<file path="src/rtl/tube_pkg.sv">
// Shared types and helpers for the multi-channel tube timer.
package tube_pkg;

   typedef enum logic [1:0] {IDLE, RUN, READOUT} state_t;

   // Sliced down to CNT_W to form the "no hit" time value.
   localparam logic [31:0] TIME_NONE_32 = '1;

   function automatic int chan_w(input int n);
      return (n < 2) ? 1 : $clog2(n);
   endfunction

endpackage

</file>
<file path="src/rtl/tube_sync_edge.sv">
// Per-channel input synchroniser with rising-edge or level hit qualifier.
module tube_sync_edge #(
   parameter int SYNC_STAGES = 2,
   parameter int EDGE_MODE   = 1
) (
   input  logic clk,
   input  logic clr,
   input  logic pin_async,
   output logic hit_pulse
);

   logic [SYNC_STAGES-1:0] sync_pipe;
   logic                   last_q;

   always_ff @(posedge clk) begin
      if (clr) begin
         sync_pipe <= '0;
         last_q    <= 1'b0;
      end else begin
         sync_pipe <= {sync_pipe[SYNC_STAGES-2:0], pin_async};
         last_q    <= sync_pipe[SYNC_STAGES-1];
      end
   end

   assign hit_pulse = (EDGE_MODE != 0) ? (sync_pipe[SYNC_STAGES-1] & ~last_q)
                                       : sync_pipe[SYNC_STAGES-1];

endmodule

</file>
<file path="src/rtl/tube_timer_array.sv">
// Shared-window first-hit timer for N_TUBES channels with valid/ready record readout.
module tube_timer_array
   import tube_pkg::*;
#(
   parameter  int N_TUBES     = 8,
   parameter  int CNT_W       = 9,
   parameter  int WINDOW      = 511,
   parameter  int SYNC_STAGES = 2,
   parameter  int EDGE_MODE   = 1,
   localparam int CHAN_W      = chan_w(N_TUBES)
) (
   input  logic               clk,
   input  logic               clr,
   input  logic [N_TUBES-1:0] tube_pins,
   input  logic               arm,
   output logic               busy,
   output logic [N_TUBES-1:0] hit_mask,
   output logic               timeout,
   output logic               rd_valid,
   input  logic               rd_ready,
   output logic [CHAN_W-1:0]  rd_chan,
   output logic [CNT_W-1:0]   rd_time,
   output logic               rd_hit,
   output logic               rd_last
);

   localparam logic [CNT_W-1:0]  TIME_NONE = TIME_NONE_32[CNT_W-1:0];
   localparam logic [CNT_W-1:0]  LAST_CNT  = CNT_W'(WINDOW - 1);
   localparam logic [CHAN_W-1:0] LAST_CHAN = CHAN_W'(N_TUBES - 1);

   state_t                          state, state_nxt;
   logic [CNT_W-1:0]                counter;
   logic [N_TUBES-1:0][CNT_W-1:0]   time_q;
   logic [N_TUBES-1:0]              hit_pulse, new_hit, mask_nxt;
   logic [CHAN_W-1:0]               rd_idx;
   logic                            all_hit, expire, run_done, xfer;

   generate
      for (genvar g = 0; g < N_TUBES; g++) begin : g_ch
         tube_sync_edge #(
            .SYNC_STAGES (SYNC_STAGES),
            .EDGE_MODE   (EDGE_MODE)
         ) u_sync (
            .clk       (clk),
            .clr       (clr),
            .pin_async (tube_pins[g]),
            .hit_pulse (hit_pulse[g])
         );
      end
   endgenerate

   // Completion looks at the mask including this cycle's captures.
   assign new_hit  = hit_pulse & ~hit_mask;
   assign mask_nxt = hit_mask | new_hit;
   assign all_hit  = &mask_nxt;
   assign expire   = (counter == LAST_CNT);
   assign run_done = all_hit | expire;
   assign xfer     = rd_valid & rd_ready;

   always_ff @(posedge clk) begin
      if (clr) state <= IDLE;
      else     state <= state_nxt;
   end

   always_comb begin
      state_nxt = state;
      case (state)
         IDLE:    if (arm)                            state_nxt = RUN;
         RUN:     if (run_done)                       state_nxt = READOUT;
         READOUT: if (xfer && (rd_idx == LAST_CHAN))  state_nxt = IDLE;
         default:                                     state_nxt = IDLE;
      endcase
   end

   always_ff @(posedge clk) begin
      if (clr) begin
         counter  <= '0;
         hit_mask <= '0;
         timeout  <= 1'b0;
         time_q   <= {N_TUBES{TIME_NONE}};
         rd_idx   <= '0;
      end else begin
         case (state)
            IDLE: if (arm) begin
               counter  <= '0;
               hit_mask <= '0;
               timeout  <= 1'b0;
               time_q   <= {N_TUBES{TIME_NONE}};
               rd_idx   <= '0;
            end
            RUN: begin
               for (int i = 0; i < N_TUBES; i++)
                  if (new_hit[i]) time_q[i] <= counter;
               hit_mask <= mask_nxt;
               // Counter parks on the exit cycle so it never wraps.
               if (run_done) timeout <= expire & ~all_hit;
               else          counter <= counter + 1'b1;
            end
            READOUT: if (xfer)
               rd_idx <= (rd_idx == LAST_CHAN) ? '0 : rd_idx + 1'b1;
            default: ;
         endcase
      end
   end

   assign busy     = (state != IDLE);
   assign rd_valid = (state == READOUT);
   assign rd_chan  = rd_valid ? rd_idx : '0;
   assign rd_time  = rd_valid ? time_q[rd_idx] : '0;
   assign rd_hit   = rd_valid & hit_mask[rd_idx];
   assign rd_last  = rd_valid & (rd_idx == LAST_CHAN);

endmodule

</file>
<file path="config.mk">
export PLATFORM = sky130hd
export DESIGN_NAME = tube_timer_array
export DESIGN_NICKNAME = d
export VERILOG_FILES = /design/src/rtl/tube_pkg.sv /design/src/rtl/tube_sync_edge.sv /design/src/rtl/tube_timer_array.sv
export SDC_FILE = /design/constraint.sdc
export NUM_CORES = 1
export LEC_CHECK = 0
export ABC_AREA = 1
export BUFFER_PORTS_ARGS = -buffer_cell sky130_fd_sc_hd__buf_2
export CAP_MARGIN = 30
export CORE_UTILIZATION = 53
export DETAILED_ROUTE_END_ITERATION = 12
export PLACE_DENSITY_LB_ADDON = 0.12
export SETUP_SLACK_MARGIN = 0.05
export SYNTH_ARGS = -nofsm -noshare
export SYNTH_HDL_FRONTEND = slang
export SYNTH_SLANG_ARGS = --single-unit
export TNS_END_PERCENT = 100
</file>
<file path="constraint.sdc">
create_clock -name clk -period 1.4 [get_ports clk]
set_input_delay 0.07 -clock clk [delete_from_list [all_inputs] [get_ports clk]]
set_output_delay 0.07 -clock clk [all_outputs]
set_load 0.1 [all_outputs]
</file>
## Word-level counts from Yosys, hierarchy flattened

Index checks and enable logic that the tools add are counted.

| operators by class | value |
|---|---|
| bitwise operators | 25 |
| eq/ne operators | 17 |
| $add $sub $neg | 2 |
| mux-type cells | 32 |
| shift-type cells | 0 |
| $lt $le $gt $ge | 1 |
| reduce and logical (&&, ||, !) cells | 19 |
| divide/modulo/power cells | 0 |
| multipliers | 0 |

Operator list:

| cell | number |
|---|---|
| 72-bit one-hot mux with 2 select lines | 1 |
| 9-bit two-way mux | 12 |
| 72-bit two-way mux | 1 |
| 3-bit AND reduction | 12 |
| 9-bit binary-select mux with 3-bit select | 1 |
| 2-bit != test (second input constant) | 11 |
| 9-bit one-hot mux with 2 select lines | 1 |
| 8-bit one-hot mux with 2 select lines | 1 |
| 1-bit AND | 12 |
| 3-bit two-way mux | 4 |
| 9-bit by 1-bit adder with 9-bit output (second input constant) | 1 |
| 9-bit == test (second input constant) | 1 |
| 1-bit inverter | 9 |
| 8-bit AND | 1 |
| 8-bit two-way mux | 1 |
| 8-bit inverter | 1 |
| 8-bit OR | 1 |
| 8-bit AND reduction | 1 |
| 2-bit two-way mux | 3 |
| 2-bit one-hot mux with 3 select lines | 1 |
| 3-bit one-hot mux with 2 select lines | 1 |
| 2-bit nonzero test | 3 |
| 3-bit by 4-bit < comparator with 1-bit output (second input constant) | 1 |
| 2-bit by 1-bit != test with 1-bit output (second input constant) | 2 |
| 11 further kinds | 13 |

| storage, ports and cells | value |
|---|---|
| word-level logic and storage cells | 125 |
| memory bits (writable) | 0 |
| input bits | 12 |
| memories kept | 0 |
| bits in latches | 0 |
| bits in registers | 119 |
| output and inout port bits | 25 |
| ROM bits | 0 |

## Depth between registers and ports, before layout

Gate-level depths: netlist (run 1).

| logic depth | value |
|---|---|
| depth after elaboration | 9 |
| depth in mapped cells | 11 |

## Hierarchy

Synthesis (run 1) repeated with hierarchy kept, for this count alone.

| second synthesis, totals | value |
|---|---|
| cells, all modules | 740 |
| area total of the unflattened synthesis | 5251.3 µm² |

Modules (own cells, without submodules):

| module | instances | area each (µm²) | cells each |
|---|---|---|---|
| tube_timer_array | 1 | 4560.6 | 660 |
| tube_sync_edge | 8 | 86.3 | 10 |

## Least setup slack after synthesis (run 1)

OpenSTA, ideal clock, no wires.

| timing path | value |
|---|---|
| path type | register to output |
| from | register state[1] |
| to | output port rd_hit |
| setup slack | -1.192 ns |
| path buffers | 1 |
| stages on the path, launching flop included | 5 |
| arrival time | 2.522 ns |
| cells stage by stage | dfxtp_1 -> inv_1 -> nor2_2 -> clkbuf_1 -> o21a_1 |

| on the way | value |
|---|---|
| longest elaborated chain between the ends | 2 |

Ends and longest elaborated chain:

| item | line | source |
|---|---|---|
| start: declaration | tube_timer_array.sv:31 | `state_t state, state_nxt;` |
| start signal: assignment | tube_timer_array.sv:62 | `else state <= state_nxt;` |
| 2-bit == test | tube_timer_array.sv:107 | `assign rd_valid = (state == READOUT);` |
| net rd_valid | tube_timer_array.sv:19 | `output logic rd_valid,` |
| 1-bit AND | tube_timer_array.sv:110 | `assign rd_hit = rd_valid & hit_mask[rd_idx];` |
| end: declaration | tube_timer_array.sv:23 | `output logic rd_hit,` |

The timed path passes the listed nets, and every way through them passes these cells.

## Final worst setup path (run 1)

| timing path | value |
|---|---|
| from | register rd_idx[1] |
| to | output port rd_time[0] |

| on the way | value |
|---|---|
| longest elaborated chain between the ends | 3 |

Ends and longest elaborated chain:

| item | line | source |
|---|---|---|
| start: declaration | tube_timer_array.sv:35 | `logic [CHAN_W-1:0] rd_idx;` |
| start signal: assignment | tube_timer_array.sv:100 | `rd_idx <= (rd_idx == LAST_CHAN) ? '0 : rd_idx + 1'b1;` |
| 9-bit binary-select mux with 3-bit select | tube_timer_array.sv:109 | `assign rd_time = rd_valid ? time_q[rd_idx] : '0;` |
| 9-bit two-way mux (implied by the code) | tube_timer_array.sv:109 |  |
| 9-bit two-way mux | tube_timer_array.sv:109 |  |
| end: declaration | tube_timer_array.sv:22 | `output logic [CNT_W-1:0] rd_time,` |

No other way between the ends. The select of a mux whose other input is x is not followed.

==> results of run 1 <==
-- power by group through the flow --
stage          clock network (mW)  logic [mW]  registers [mW]
6_report                     4.44        2.37            3.89
5_1_grt                      4.57        2.44            3.88
4_1_cts                      4.33        1.54            3.77
3_5_place_dp                    0        1.16            3.83
3_3_place_gp                    0        1.13            3.82
2_1_floorplan                   0       0.762            3.81
-- cell type report --
| type | instances | area share (%) |
|---|---|---|
| Inverter | 70 | 3.928 |
| Clock buffer | 19 | 4.788 |
| Timing Repair inverter | 7 | 0.6246 |
| Timing Repair Buffer | 138 | 17.93 |
| Multi-Input combinational cell | 518 | 42.37 |
| Tap cell | 129 | 1.790 |
| Sequential cell | 119 | 26.86 |
| Clock inverter | 13 | 1.707 |
-- cell families (layout without fill, tap and decap cells) --
kind of cell,Yosys count,in the layout
AO/OA/AOI/OAI,97,97
XOR/XNOR,2,2
adder cells (fa/ha/maj),4,4
buffers and inverters,101,247
flip-flops,119,119
AND/OR/NAND/NOR,413,415
-- placed cells by master (no fill, tap or decap), types with 3 or more instances in the layout --
cell type	count
sky130_fd_sc_hd__a21oi_1	6
sky130_fd_sc_hd__a21oi_2	13
sky130_fd_sc_hd__a21oi_4	4
sky130_fd_sc_hd__buf_12	28
sky130_fd_sc_hd__buf_2	11
sky130_fd_sc_hd__buf_4	47
sky130_fd_sc_hd__buf_6	34
sky130_fd_sc_hd__buf_8	4
sky130_fd_sc_hd__bufinv_16	3
sky130_fd_sc_hd__clkbuf_16	18
sky130_fd_sc_hd__clkinv_2	3
sky130_fd_sc_hd__clkinv_4	3
sky130_fd_sc_hd__clkinvlp_4	9
sky130_fd_sc_hd__dfxtp_1	106
sky130_fd_sc_hd__dfxtp_2	4
sky130_fd_sc_hd__dfxtp_4	9
sky130_fd_sc_hd__dlygate4sd3_1	10
sky130_fd_sc_hd__inv_1	40
sky130_fd_sc_hd__inv_2	14
sky130_fd_sc_hd__inv_4	4
sky130_fd_sc_hd__inv_6	4
sky130_fd_sc_hd__inv_8	7
sky130_fd_sc_hd__nand2_1	110
sky130_fd_sc_hd__nand2_2	55
sky130_fd_sc_hd__nand2_4	40
sky130_fd_sc_hd__nand2_8	15
sky130_fd_sc_hd__nand3_1	43
sky130_fd_sc_hd__nand3_2	57
sky130_fd_sc_hd__nand3_4	3
sky130_fd_sc_hd__nor2_1	62
sky130_fd_sc_hd__nor2_2	14
sky130_fd_sc_hd__nor2_4	11
sky130_fd_sc_hd__o21ai_0	14
sky130_fd_sc_hd__o21ai_1	18
sky130_fd_sc_hd__o21ai_2	9
sky130_fd_sc_hd__o21ai_4	9
sky130_fd_sc_hd__o22ai_1	3
sky130_fd_sc_hd__o22ai_2	14
sky130_fd_sc_hd__o22ai_4	3
-- state kept, by name (all words and copies together), names as in the netlist --
signal,flops
counter,9
g_ch.u_sync.last_q,8
g_ch.u_sync.sync_pipe,16
hit_mask,8
rd_idx,3
state,2
time_q,72
timeout,1
-- worst min path at each step --
| stage | from | endpoint | slack, ps | cells past startpoint |
|---|---|---|---|---|
| floorplan | tube_pins[0] | g_ch[0].u_sync.sync_pipe[0] | 180 | 2 |
| global placement | tube_pins[4] | g_ch[4].u_sync.sync_pipe[0] | 270 | 3 |
| detailed placement | tube_pins[5] | g_ch[5].u_sync.sync_pipe[0] | 280 | 3 |
| CTS | arm | time_q[0] | 100 | 5 |
| global route | arm | hit_mask[1] | 190 | 5 |
| finish | arm | time_q[71] | 200 | 6 |
-- metal layers --
| layer | vias to the layer above | GRT usage, % | part of all wire [%] |
|---|---|---|---|
| met2 | 826 | 64.17 | 43 |
| met3 | 365 | 10.89 | 14 |
| met5 | - | 0 | 0.051 |
| met1 | 3136 | 42.09 | 32 |
| li1 | 2665 | - | - |
| met4 | 2 | 26.64 | 12 |
-- what timing repair did --
item | 4_1_cts | 5_1_grt
buffers inserted | 20 | 28
pin swaps | 49 | 73
hold buffers | 10 | 0
gates resized for setup | 188 | 240
endpoints found under the setup margin | 117 | 111
hold endpoints to repair | 15 | 0
cloned | 6 | 8
-- per-stage QoR --
| step | TNS (ps) | utilization (%) | instance area, um2 |
|---|---|---|---|
| after global routing | -38870 | 96.19 | 9015 |
| after detailed placement | -2726 | 66.61 | 6242 |
| final | -35470 | 96.19 | 9015 |
| after global placement | -822.3 | 66.61 | 6242 |
| after floorplan | -4396 | - | 5425 |
| after CTS | -9648 | 83.86 | 7859 |
-- worst max-delay path, cell delays in order, from the launching register on --
cell and delay [ps]:
sky130_fd_sc_hd__dfxtp_2 410, sky130_fd_sc_hd__buf_4 210, sky130_fd_sc_hd__o21ai_1 110, sky130_fd_sc_hd__o22ai_1 290, sky130_fd_sc_hd__nand3_2 290, sky130_fd_sc_hd__nand2_8 150
sky130_fd_sc_hd__buf_12 170
==> summary.txt, run 1 <==
Outcome
  – Status: finished with violations
  – Failing checks: setup timing

Floorplan
  – Core Rows: 35
  – Floorplan core area: 9371 um2
  – Die footprint: 10200 um2
  – Effective utilization at floorplan: 55.43%
  – Die Wd: 101.0 um
  – Vert. Die Dim: 101.0 um
  – Number of top-level design ports: 37

Power
  – Power density over the cells: 1187 nW/um2
  – Switching fraction of total power: 32.36%
  – Leakage: 3.766 nW
  – Part of the total power dissipated in the clock network: 41.5%
  – Largest voltage drop on the vdd net: 1.231 mV
  – Sequential fraction of design power: 36.4%
  – Internal Power: 7.239 mW
  – Post-route total power: 10.70 mW
  – Switching pwr: 3.464 mW
  – Combinational cell fraction of total power: 22.2%

Global route
  – Largest net degree at the start of global routing: 73
  – First-pass GRT wire length: 29230 um
  – Vias in the first global route: 5788
  – Overflow left after global routing: 0
  – Number of antenna violations at the first check in global routing: 1
  – Combined global-route utilization of all metal layers: 38.36%

Yosys
  – Leading cell type by number of instances after synthesis: sky130_fd_sc_hd__nand2_1
  – Yosys cell types: 32
  – Compound-Gate Fraction of Synth Area: 11.66%
  – Number of enable-type register cells in the synthesized netlist: 0
  – Synthesized cell area: 5195 um2
  – Flops & latches, synth: 119
  – Combinational family with the most area after synthesis: simple AND/OR/NAND/NOR gates
  – Post-synth top flop: sky130_fd_sc_hd__dfxtp_1
  – Seq/Total Area, Yosys: 45.86%
  – Post-Synthesis Mean Instance Area: 7.058 um2
  – Async SR Flop Fraction: 0%
  – Synth top area share: 45.86%
  – Cell accounting for the most synthesized area: sky130_fd_sc_hd__dfxtp_1
  – Commonest cells in the synthesized netlist: sky130_fd_sc_hd__nand2_1 (214), sky130_fd_sc_hd__dfxtp_1 (119), sky130_fd_sc_hd__nand3_1 (101), sky130_fd_sc_hd__nor2_1 (82), sky130_fd_sc_hd__inv_1 (58)
  – Share of the synthesized netlist area taken by xor and xnor gates: 0.3372%
  – Synthesized-area fraction occupied by and/or/nand/nor cells: 33.60%
  – Arithmetic-cell share of the synthesized area counting full adders, half adders and majority gates: 0.9634%
  – Net Count, Synth: 752
  – Cells after synthesis: 736
  – Warnings from Yosys: 0
  – Ranking of synthesized cells by area: sky130_fd_sc_hd__dfxtp_1 (46%), sky130_fd_sc_hd__nand2_1 (15%), sky130_fd_sc_hd__nand3_1 (9.7%)
  – Mux contribution to synthesized area: 0%

Detailed routing
  – Post-DR wirelength/cell: 27.21 um
  – Total vias in the final route: 6994
  – Final ANT Viol Nets: 0
  – Starting DRT DRC Count: 1035
  – Post-route DRC violation count: 0
  – Initial DRT Pass Iterations: 8
  – Via-to-Cell Ratio: 6.904
  – Detailed Route WL: 27560 um

Setup path
  – Nature of the critical path endpoint: output pin
  – Crit path kind: flop to output pin
  – Max FO, Critical Path: 9
  – Arrival time at the worst endpoint: 2200 ps
  – Launch point of the worst reg-to-reg path: state[0]
  – End of the critical path: rd_time[0]
  – Reg-to-reg critical path endpoint: time_q[60]
  – Required time reported for the critical path endpoint: 1330 ps
  – Depth of the worst register-to-register path: 10
  – Internal reg-to-reg setup slack: -480 ps
  – Type of origin of the critical path: flop
  – CP startpoint: rd_idx[1]

STA
  – Min Hold Slack: 200.4 ps
  – Number of pins with negative max-slew slack in the final report: 0
  – Setup repair after global routing missed its margin: true
  – Number of hold violations in the final report: 0
  – Crit path setup slack, layout: -869.2 ps
  – Share of the clock period used by the worst path after layout: 162.1%
  – Time the final worst path needs with I/O delays and setup: 2269 ps
  – Slew of the pin with the lowest slew margin: 646.9 ps
  – Worst-case headroom to the max-slew limit: 56.42%
  – Clock skew: 14.07 ps
  – Fmax: 440.7 MHz
  – Final setup violation count: 111

Layout
  – Final standard cell count with taps included and fillers excluded: 1013
  – Number of nets in the layout: 887
  – Synth-to-Final Area Change: 73.53%
  – Count of filler cells inserted in the layout: 201
  – Fraction of final layout cells with drive strength greater than 1: 52.26%
  – Multi-input gate area: 3820 um2
  – Total inserted antenna cells: 0
  – Register cell area after layout: 2421 um2

Worst hold path
  – Tightest Hold Check Type: input pin to flop

Job
  – Total of max-cap violations: 0

Clocking
  – Largest buffer count on any clock path: 2
  – H-Tree Level Count: 4
  – CTS Sinks: 119
  – Clock slew at the register clock pins of the worst setup and hold paths: 60 ps
  – Total CTS buffers: 17
  – Cell chosen for the clock root: sky130_fd_sc_hd__clkbuf_8
  – Clock latency of the later-clocked register in the worst-skew pair: 550 ps
  – CTS tree: built

Placed design
  – Number of buffer cells added on primary ports: 36
  – Dpl hpwl: 9690 um
  – Post-Place Setup Slack: -230.2 ps
  – Number of placed instances, taps included: 914
  – GP Congestion: 0.9055
Power figures use the tool's default switching activity.
==> run 2: changes to the inputs <==
CTS_BUF_LIST = sky130_fd_sc_hd__clkbuf_16   (was default)
clock period = 2.8 ns   (was 1.4 ns; I/O delays follow)
==> run 2 against run 1 <==
  * Largest cell class unchanged
  * Clock power is 52% lower
  * Worst hold slack got worse by 130 ps
  * Global-route usage decreased by 9.3 points
  * Cell count fell by 9.6%
  * Setup slack improved by 1300 ps
  * The run now ends clean
  * Register-to-register slack better by 1300 ps
  * Critical endpoint is now rd_time[3]
  * Core utilization decreased by 31 points
==> summary.txt, run 2 (synthesis gave the netlist of run 1 again) <==
STA
  – Number of hold violations in the final report: 0 (unchanged)
  – Setup TNS: 0 ps (+35470 ps)
  – Setup repair after global routing missed its margin: false
  – Worst-case headroom to the max-slew limit: 58.74% (+2.3 points)
  – Share of the clock period used by the worst path after layout: 86.28%
  – Slew of the pin with the lowest slew margin: 619.0 ps (-27.96 ps)
  – Clock skew: 3.930 ps (-10.14 ps)
  – Final setup violation count: 0 (-100%)
  – Fmax: 413.9 MHz
  – Number of pins with negative max-slew slack in the final report: 0 (unchanged)
  – Time the final worst path needs with I/O delays and setup: 2416 ps

Floorplan
  – Core Rows: 35 (unchanged)
  – Effective utilization at floorplan: 55.43% (unchanged)
  – Vert. Die Dim: 101.0 um (unchanged)
  – Floorplan core area: 9371 um2 (unchanged)
  – Die Wd: 101.0 um (unchanged)
  – Die footprint: 10200 um2 (unchanged)
  – Number of top-level design ports: 37 (unchanged)

Worst hold path
  – Tightest Hold Check Type: input pin to flop
  – Hold Path Origin: rd_ready

Clocking
  – Clock latency of the later-clocked register in the worst-skew pair: 420 ps (-130 ps)
  – H-Tree Level Count: 4 (unchanged)
  – CTS Sinks: 119 (unchanged)
  – Clock slew at the register clock pins of the worst setup and hold paths: 50 ps (about the same)
  – CTS tree: built
  – Total CTS buffers: 17 (unchanged)
  – Largest buffer count on any clock path: 2 (unchanged)
  – Cell chosen for the clock root: sky130_fd_sc_hd__clkbuf_16
  – Count of buffers added by post-CTS timing repair for setup: 0 (-100%)

Job
  – Total of max-cap violations: 0 (unchanged)

Placed design
  – Post-Place Cell Area: 5485 um2 (-12%)
  – GP Congestion: 0.9350 (+3.3%)
  – Number of buffer cells added on primary ports: 36 (unchanged)
  – Dpl hpwl: 9088 um (-6.2%)

Layout
  – Total inserted antenna cells: 0 (unchanged)
  – Number of nets in the layout: 790 (-11%)
  – Fraction of final layout cells with drive strength greater than 1: 12.96% (-39 points)
  – Largest regs: time_q (72), g_ch.u_sync.sync_pipe (16), counter (9)
  – Max FFs per register: 72 (unchanged)
  – Synth-to-Final Area Change: 18.35%
  – Highest-count cells in the layout ignoring fill and taps: sky130_fd_sc_hd__nand2_1 (214), sky130_fd_sc_hd__dfxtp_1 (118), sky130_fd_sc_hd__nand3_1 (101)
  – Core occupancy in the finished layout: 65.61% (-31 points)
  – Count of filler cells inserted in the layout: 836 (+320%)
  – Layout Cell Area excl Fill: 6148 um2 (-32%)
  – Most common cell after layout, fill and taps aside: sky130_fd_sc_hd__nand2_1
  – Largest register by flop count: time_q

Detailed routing
  – Post-DR wirelength/cell: 15.09 um (-45%)
  – Starting DRT DRC Count: 362 (-65%)
  – Final ANT Viol Nets: 0 (unchanged)
  – Total vias in the final route: 4938 (-29%)
  – Initial DRT Pass Iterations: 5 (-3)
  – Post-route DRC violation count: 0 (unchanged)
  – Via-to-Cell Ratio: 5.391 (-22%)
  – Detailed Route WL: 13830 um (-50%)

Setup path
  – Arrival time at the worst endpoint: 2280 ps (+80 ps)
  – Largest incremental delay on the critical path: 440 ps (+30 ps)
  – Slowest library cell on the worst path: sky130_fd_sc_hd__buf_2
  – Max FO, Critical Path: 17 (+8)
  – Type of origin of the critical path: flop
  – Nature of the critical path endpoint: output pin
  – Worst-path cell chain: inv_1 -> nor2_2 -> buf_4 -> inv_1 -> nor2_2 -> nand2_1 -> nand2_1 -> buf_2
  – Kind of cell adding the most delay to the critical path: buffers and inverters
  – Crit path kind: flop to output pin
  – Required time reported for the critical path endpoint: 2660 ps (+1330 ps)
  – Launch point of the worst reg-to-reg path: state[0]
  – Buffering stage count on the worst path with inverters included: 4 (+2)
  – CP startpoint: state[1]

Global route
  – Combined global-route utilization of all metal layers: 29.09% (-9.3 points)
  – Overflow left after global routing: 0 (unchanged)
  – Largest net degree at the start of global routing: 51 (-30%)
  – First-pass GRT wire length: 22260 um (-24%)
  – Vias in the first global route: 4689 (-19%)
  – Number of antenna violations at the first check in global routing: 0 (-1)

Power
  – Power density over the cells: 737.5 nW/um2 (-38%)
  – Leakage: 2.838 nW (-25%)
  – Largest voltage drop on the vdd net: 0.4574 mV (-63%)

Outcome
  – Status: completed
run 2: cell count changes in the layout (fill, tap and decap cells not counted), sizes merged:
cell	before	now
nand2	220	218
buf	126	41
clkbuf	21	17
clkinv	9	8
dlygate4sd3	10	8
inv	69	72
clkinvlp	9	3
run 2: worst min-delay path, delay by kind of cell:
family,cells,cell delay (ps)
and+or+nand+nor,2,130
AOI/OAI and AO/OA,1,60
buffers and inverters,1,100
run 2: path summary, 6_finish.rpt:
| check | end | slack (ps) | cells past startpoint |
|---|---|---|---|
| worst max register to register | time_q[42] | 830 | 7 |
| worst max-delay path | rd_time[3] | 380 | 8 |
| worst min-delay path | state[1] | 70 | 4 |
| worst min register to register | g_ch[2].u_sync.sync_pipe[1] | 400 | 2 |
run 2: power by group:
group | leakage [nW] | switching [mW] | internal [mW]
registers | 0.982 | 0.0749 | 1.82
clock network | 0.292 | 0.753 | 1.37
logic | 1.56 | 0.360 | 0.160
run 2: repair_timing:
action,4_1_cts,5_1_grt
hold buffers,8,0
endpoints found under the hold margin,8,0
setup endpoints to repair,0,6
resized for setup,0,3
run 2: cell type report:
cell class	count	area [um2]	area share (%)
multi-input cells	516	2419	39.34
well taps	129	161.4	2.625
repair inverters	1	7.507	0.1221
repair buffers	49	340.3	5.535
clock inverters	15	145.1	2.361
clock buffers	17	425.4	6.919
inverters	70	266.5	4.335
flip-flops and latches	119	2384	38.77
run 2: per-stage QoR:
stage / instances / setup slack (ps) / total power [mW] / hold slack [ps]
after floorplan: 736 / 138.5 / 2.288 / 247.0
after global placement: 875 / 723.0 / 2.409 / 341.2
after detailed placement: 875 / 699.0 / 2.423 / 345.7
after CTS: 915 / 200.0 / 4.537 / 63.04
after global routing: 916 / 278.8 / 4.696 / 101.4
final: 916 / 384.2 / 4.534 / 68.08
run 2: routing by layer:
metal	up-vias	global-route usage, %	share of wire, %
met2	208	50.16	48
met3	30	6.449	7.4
met1	2259	34.58	42
li1	2441	-	-
met5	-	0	0
met4	0	13.15	2.5
==> run 3: changes to the inputs <==
SYNTH_HIERARCHICAL = 1   (was default)
clock period = 2.4 ns   (was 2.8 ns; I/O delays follow)
==> run 3 against run 2 <==
  * Via count grew 1.6%
  * Worst hold slack better by 17 ps
  * Non-clock buffer count increased by 3
  * Largest power group unchanged
  * Die area grew 1.1%
  * Synthesized cell count grew 0.54%
  * Clock skew is 7.4 ps higher
==> summary.txt, run 3 <==
Layout
  – Largest regs: time_q (72), g_ch.u_sync/sync_pipe (16), counter (9)
  – Count of filler cells inserted in the layout: 817 (-2.3%)
  – Total inserted antenna cells: 0 (unchanged)
  – Fraction of final layout cells with drive strength greater than 1: 13.46% (+0.50 points)
  – Most common cell after layout, fill and taps aside: sky130_fd_sc_hd__nand2_1
  – Layout Cell Area excl Fill: 6335 um2 (+3.0%)
  – Max FFs per register: 72 (unchanged)
  – Number of nets in the layout: 798 (+1.0%)
  – Largest register by flop count: time_q
  – Synth-to-Final Area Change: 20.63%
  – Highest-count cells in the layout ignoring fill and taps: sky130_fd_sc_hd__nand2_1 (209), sky130_fd_sc_hd__dfxtp_1 (116), sky130_fd_sc_hd__nand3_1 (97)

STA
  – Worst-case headroom to the max-slew limit: 57.92% (-0.81 points)
  – Setup repair after global routing missed its margin: true
  – Slew of the pin with the lowest slew margin: 631.2 ps (+12.20 ps)
  – Number of pins with negative max-slew slack in the final report: 0 (unchanged)
  – Share of the clock period used by the worst path after layout: 92.17%
  – Final setup violation count: 0 (unchanged)
  – Clock skew: 11.32 ps (+7.391 ps)
  – Setup TNS: 0 ps (unchanged)
  – Number of hold violations in the final report: 0 (unchanged)
  – Time the final worst path needs with I/O delays and setup: 2212 ps
  – Fmax: 452.1 MHz

Clocking
  – CTS tree: built
  – CTS Sinks: 119 (unchanged)
  – Total CTS buffers: 17 (unchanged)
  – Largest buffer count on any clock path: 2 (unchanged)
  – Count of buffers added by post-CTS timing repair for setup: 0 (unchanged)
  – Clock slew at the register clock pins of the worst setup and hold paths: 50 ps (about the same)
  – H-Tree Level Count: 4 (unchanged)
  – Cell chosen for the clock root: sky130_fd_sc_hd__clkbuf_16
  – Clock latency of the later-clocked register in the worst-skew pair: 420 ps (about the same)

Yosys
  – Leading cell type by number of instances after synthesis: sky130_fd_sc_hd__nand2_1
  – Flops & latches, synth: 119 (unchanged)
  – Seq/Total Area, Yosys: 45.37% (-0.49 points)
  – Ranking of synthesized cells by area: sky130_fd_sc_hd__dfxtp_1 (45%), sky130_fd_sc_hd__nand2_1 (15%), sky130_fd_sc_hd__nand3_1 (9.2%)
  – Net Count, Synth: 756 (+0.53%)
  – Post-Synthesis Mean Instance Area: 7.096 um2 (+0.54%)
  – Async SR Flop Fraction: 0% (unchanged)
  – Post-synth top flop: sky130_fd_sc_hd__dfxtp_1
  – Commonest cells in the synthesized netlist: sky130_fd_sc_hd__nand2_1 (209), sky130_fd_sc_hd__dfxtp_1 (119), sky130_fd_sc_hd__nand3_1 (97), sky130_fd_sc_hd__nor2_1 (91), sky130_fd_sc_hd__inv_1 (55)
  – Synth top area share: 45.37% (-0.49 points)
  – Warnings from Yosys: 6 (+6)
  – Yosys cell types: 30 (-6.3%)
  – Number of enable-type register cells in the synthesized netlist: 0 (unchanged)
  – Synthesized cell area: 5251 um2 (+1.1%)
  – Cells after synthesis: 740 (+0.54%)
  – Cell accounting for the most synthesized area: sky130_fd_sc_hd__dfxtp_1

Outcome
  – Status: completed

Power
  – Largest voltage drop on the vdd net: 0.7894 mV (+73%)
  – Leakage: 2.887 nW (+1.7%)
  – Sequential fraction of design power: 37.0% (-4.8 points)
  – Power density over the cells: 990.0 nW/um2 (+34%)
  – Switching pwr: 2.007 mW (+69%)
  – Part of the total power dissipated in the clock network: 41.9% (-4.8 points)
  – Internal Power: 4.264 mW (+27%)
  – Switching fraction of total power: 32.01% (+5.8 points)
  – Combinational cell fraction of total power: 21.1% (+9.6 points)

Setup path
  – Buffering stage count on the worst path with inverters included: 2 (-2)
  – Worst-path cell chain: buf_4 -> o21ai_0 -> o22ai_1 -> nand3_1 -> nand2_1 -> clkbuf_4
  – Slowest library cell on the worst path: sky130_fd_sc_hd__buf_4
  – Kind of cell adding the most delay to the critical path: buffers and inverters
  – Required time reported for the critical path endpoint: 2280 ps (-380 ps)
  – Nature of the critical path endpoint: output pin
  – Max FO, Critical Path: 42 (+25)
  – Type of origin of the critical path: flop
  – Crit path kind: flop to output pin
  – Arrival time at the worst endpoint: 2090 ps (-190 ps)
  – Largest incremental delay on the critical path: 380 ps (-60 ps)

Detailed routing
  – Post-DR wirelength/cell: 15.39 um (+2.0%)
  – Detailed Route WL: 14220 um (+2.9%)
  – Total vias in the final route: 5017 (+1.6%)
  – Final ANT Viol Nets: 0 (unchanged)
  – Starting DRT DRC Count: 354 (-2.2%)
  – Post-route DRC violation count: 0 (unchanged)
  – Via-to-Cell Ratio: 5.430 (+0.72%)
  – Initial DRT Pass Iterations: 5 (unchanged)

Floorplan
  – Effective utilization at floorplan: 55.77% (+0.34 points)
  – Die Wd: 101.5 um (+0.53%)
  – Core Rows: 35 (unchanged)
  – Die footprint: 10310 um2 (+1.1%)
  – Floorplan core area: 9415 um2 (+0.47%)
  – Vert. Die Dim: 101.5 um (+0.53%)
  – Number of top-level design ports: 37 (unchanged)

Placed design
  – Post-Place Cell Area: 5623 um2 (+2.5%)
  – Dpl hpwl: 9277 um (+2.1%)
  – Number of buffer cells added on primary ports: 36 (unchanged)
  – GP Congestion: 0.8276 (-11%)

Global route
  – First-pass GRT wire length: 23090 um (+3.8%)
  – Overflow left after global routing: 0 (unchanged)
  – Largest net degree at the start of global routing: 43 (-16%)
  – Combined global-route utilization of all metal layers: 29.90% (+0.80 points)
  – Vias in the first global route: 4602 (-1.9%)
  – Number of antenna violations at the first check in global routing: 0 (unchanged)

Worst hold path
  – Tightest Hold Check Type: input pin to flop

Job
  – Total of max-cap violations: 0 (unchanged)
## run 3: cell types whose count changed after synthesis, sizes merged, moves of 3 or more
cell   change
a21oi      -6
nand2      -7
nor3b      -3
o21a       +3
nor2       +7
o31ai      +7
nand3      -6
o21ai      +6
## run 3: logic make-up (layout without fill, tap and decap cells)
group,count (synthesis),after routing,synth area share [%]
fa+ha+maj,4,4,0.9531
xor+xnor,3,3,0.5004
buf+inv,103,158,8.149
flops,119,119,45.37
compound gates,105,105,13.01
simple gates,406,406,32.02
## run 3: worst paths after layout
check	slack [ps]	cells after the start	endpoint	startpoint
max	190	6	rd_time[1]	rd_idx[0]
min	90	4	rd_idx[0]	rd_ready
max reg2reg	670	7	time_q[45]	state[0]
min reg2reg	400	2	g_ch[3].u_sync/sync_pipe[1]	g_ch[3].u_sync/sync_pipe[0]
## run 3: cell type report
type / instances / area (um2) / area share (%)
Timing Repair Buffer: 52 / 437.9 / 6.913
Clock inverter: 15 / 185.2 / 2.923
Sequential cell: 119 / 2386 / 37.67
Clock buffer: 17 / 425.4 / 6.715
Multi-Input combinational cell: 518 / 2442 / 38.55
Inverter: 74 / 296.5 / 4.681
Tap cell: 129 / 161.4 / 2.548
## run 3: worst register-to-register path: cells and delay by family (launching register included)
family | cells | cell delay (ps)
AOI/OAI and AO/OA | 1 | 530
buffers and inverters | 3 | 440
DFF | 1 | 340
and+or+nand+nor | 3 | 270
## run 3: per-stage QoR
| step | util [%] | hold WS, ps | std cells | total power [mW] | worst slack, ps |
|---|---|---|---|---|---|
| after floorplan | - | 191.2 | 740 | 3.313 | 51.67 |
| after global placement | 59.72 | 323.0 | 884 | 3.611 | 489.6 |
| after detailed placement | 59.72 | 328.2 | 884 | 3.635 | 502.3 |
| after CTS | 67.10 | 74.39 | 924 | 6.276 | 125.7 |
| after global routing | 67.28 | 108.6 | 924 | 6.555 | 35.52 |
| final | 67.28 | 85.21 | 924 | 6.272 | 188.0 |
## run 3: power by group through the flow
stage	Clock [mW]	Sequential [mW]	Combinational (mW)
2_1_floorplan	0	2.36	0.955
3_3_place_gp	0	2.35	1.26
3_5_place_dp	0	2.35	1.28
4_1_cts	2.66	2.31	1.30
5_1_grt	2.77	2.34	1.45
6_report	2.63	2.32	1.32
## run 3: routing by layer
| metal | routed length [um] | track usage, % | share of wire [%] | vias up |
|---|---|---|---|---|
| li1 | - | - | - | 2476 |
| met1 | 6137 | 38.13 | 43 | 2305 |
| met2 | 6673 | 47.87 | 47 | 212 |
| met3 | 1172 | 7.867 | 8.2 | 24 |
| met4 | 238 | 12.71 | 1.7 | 0 |
| met5 | 0 | 0 | 0 | - |
## run 3: timing repair
item / in CTS / in global routing
endpoints found under the hold margin: 8 / 0
resized for setup: 1 / 7
hold buffers: 8 / 0
endpoints found under the setup margin: 1 / 7
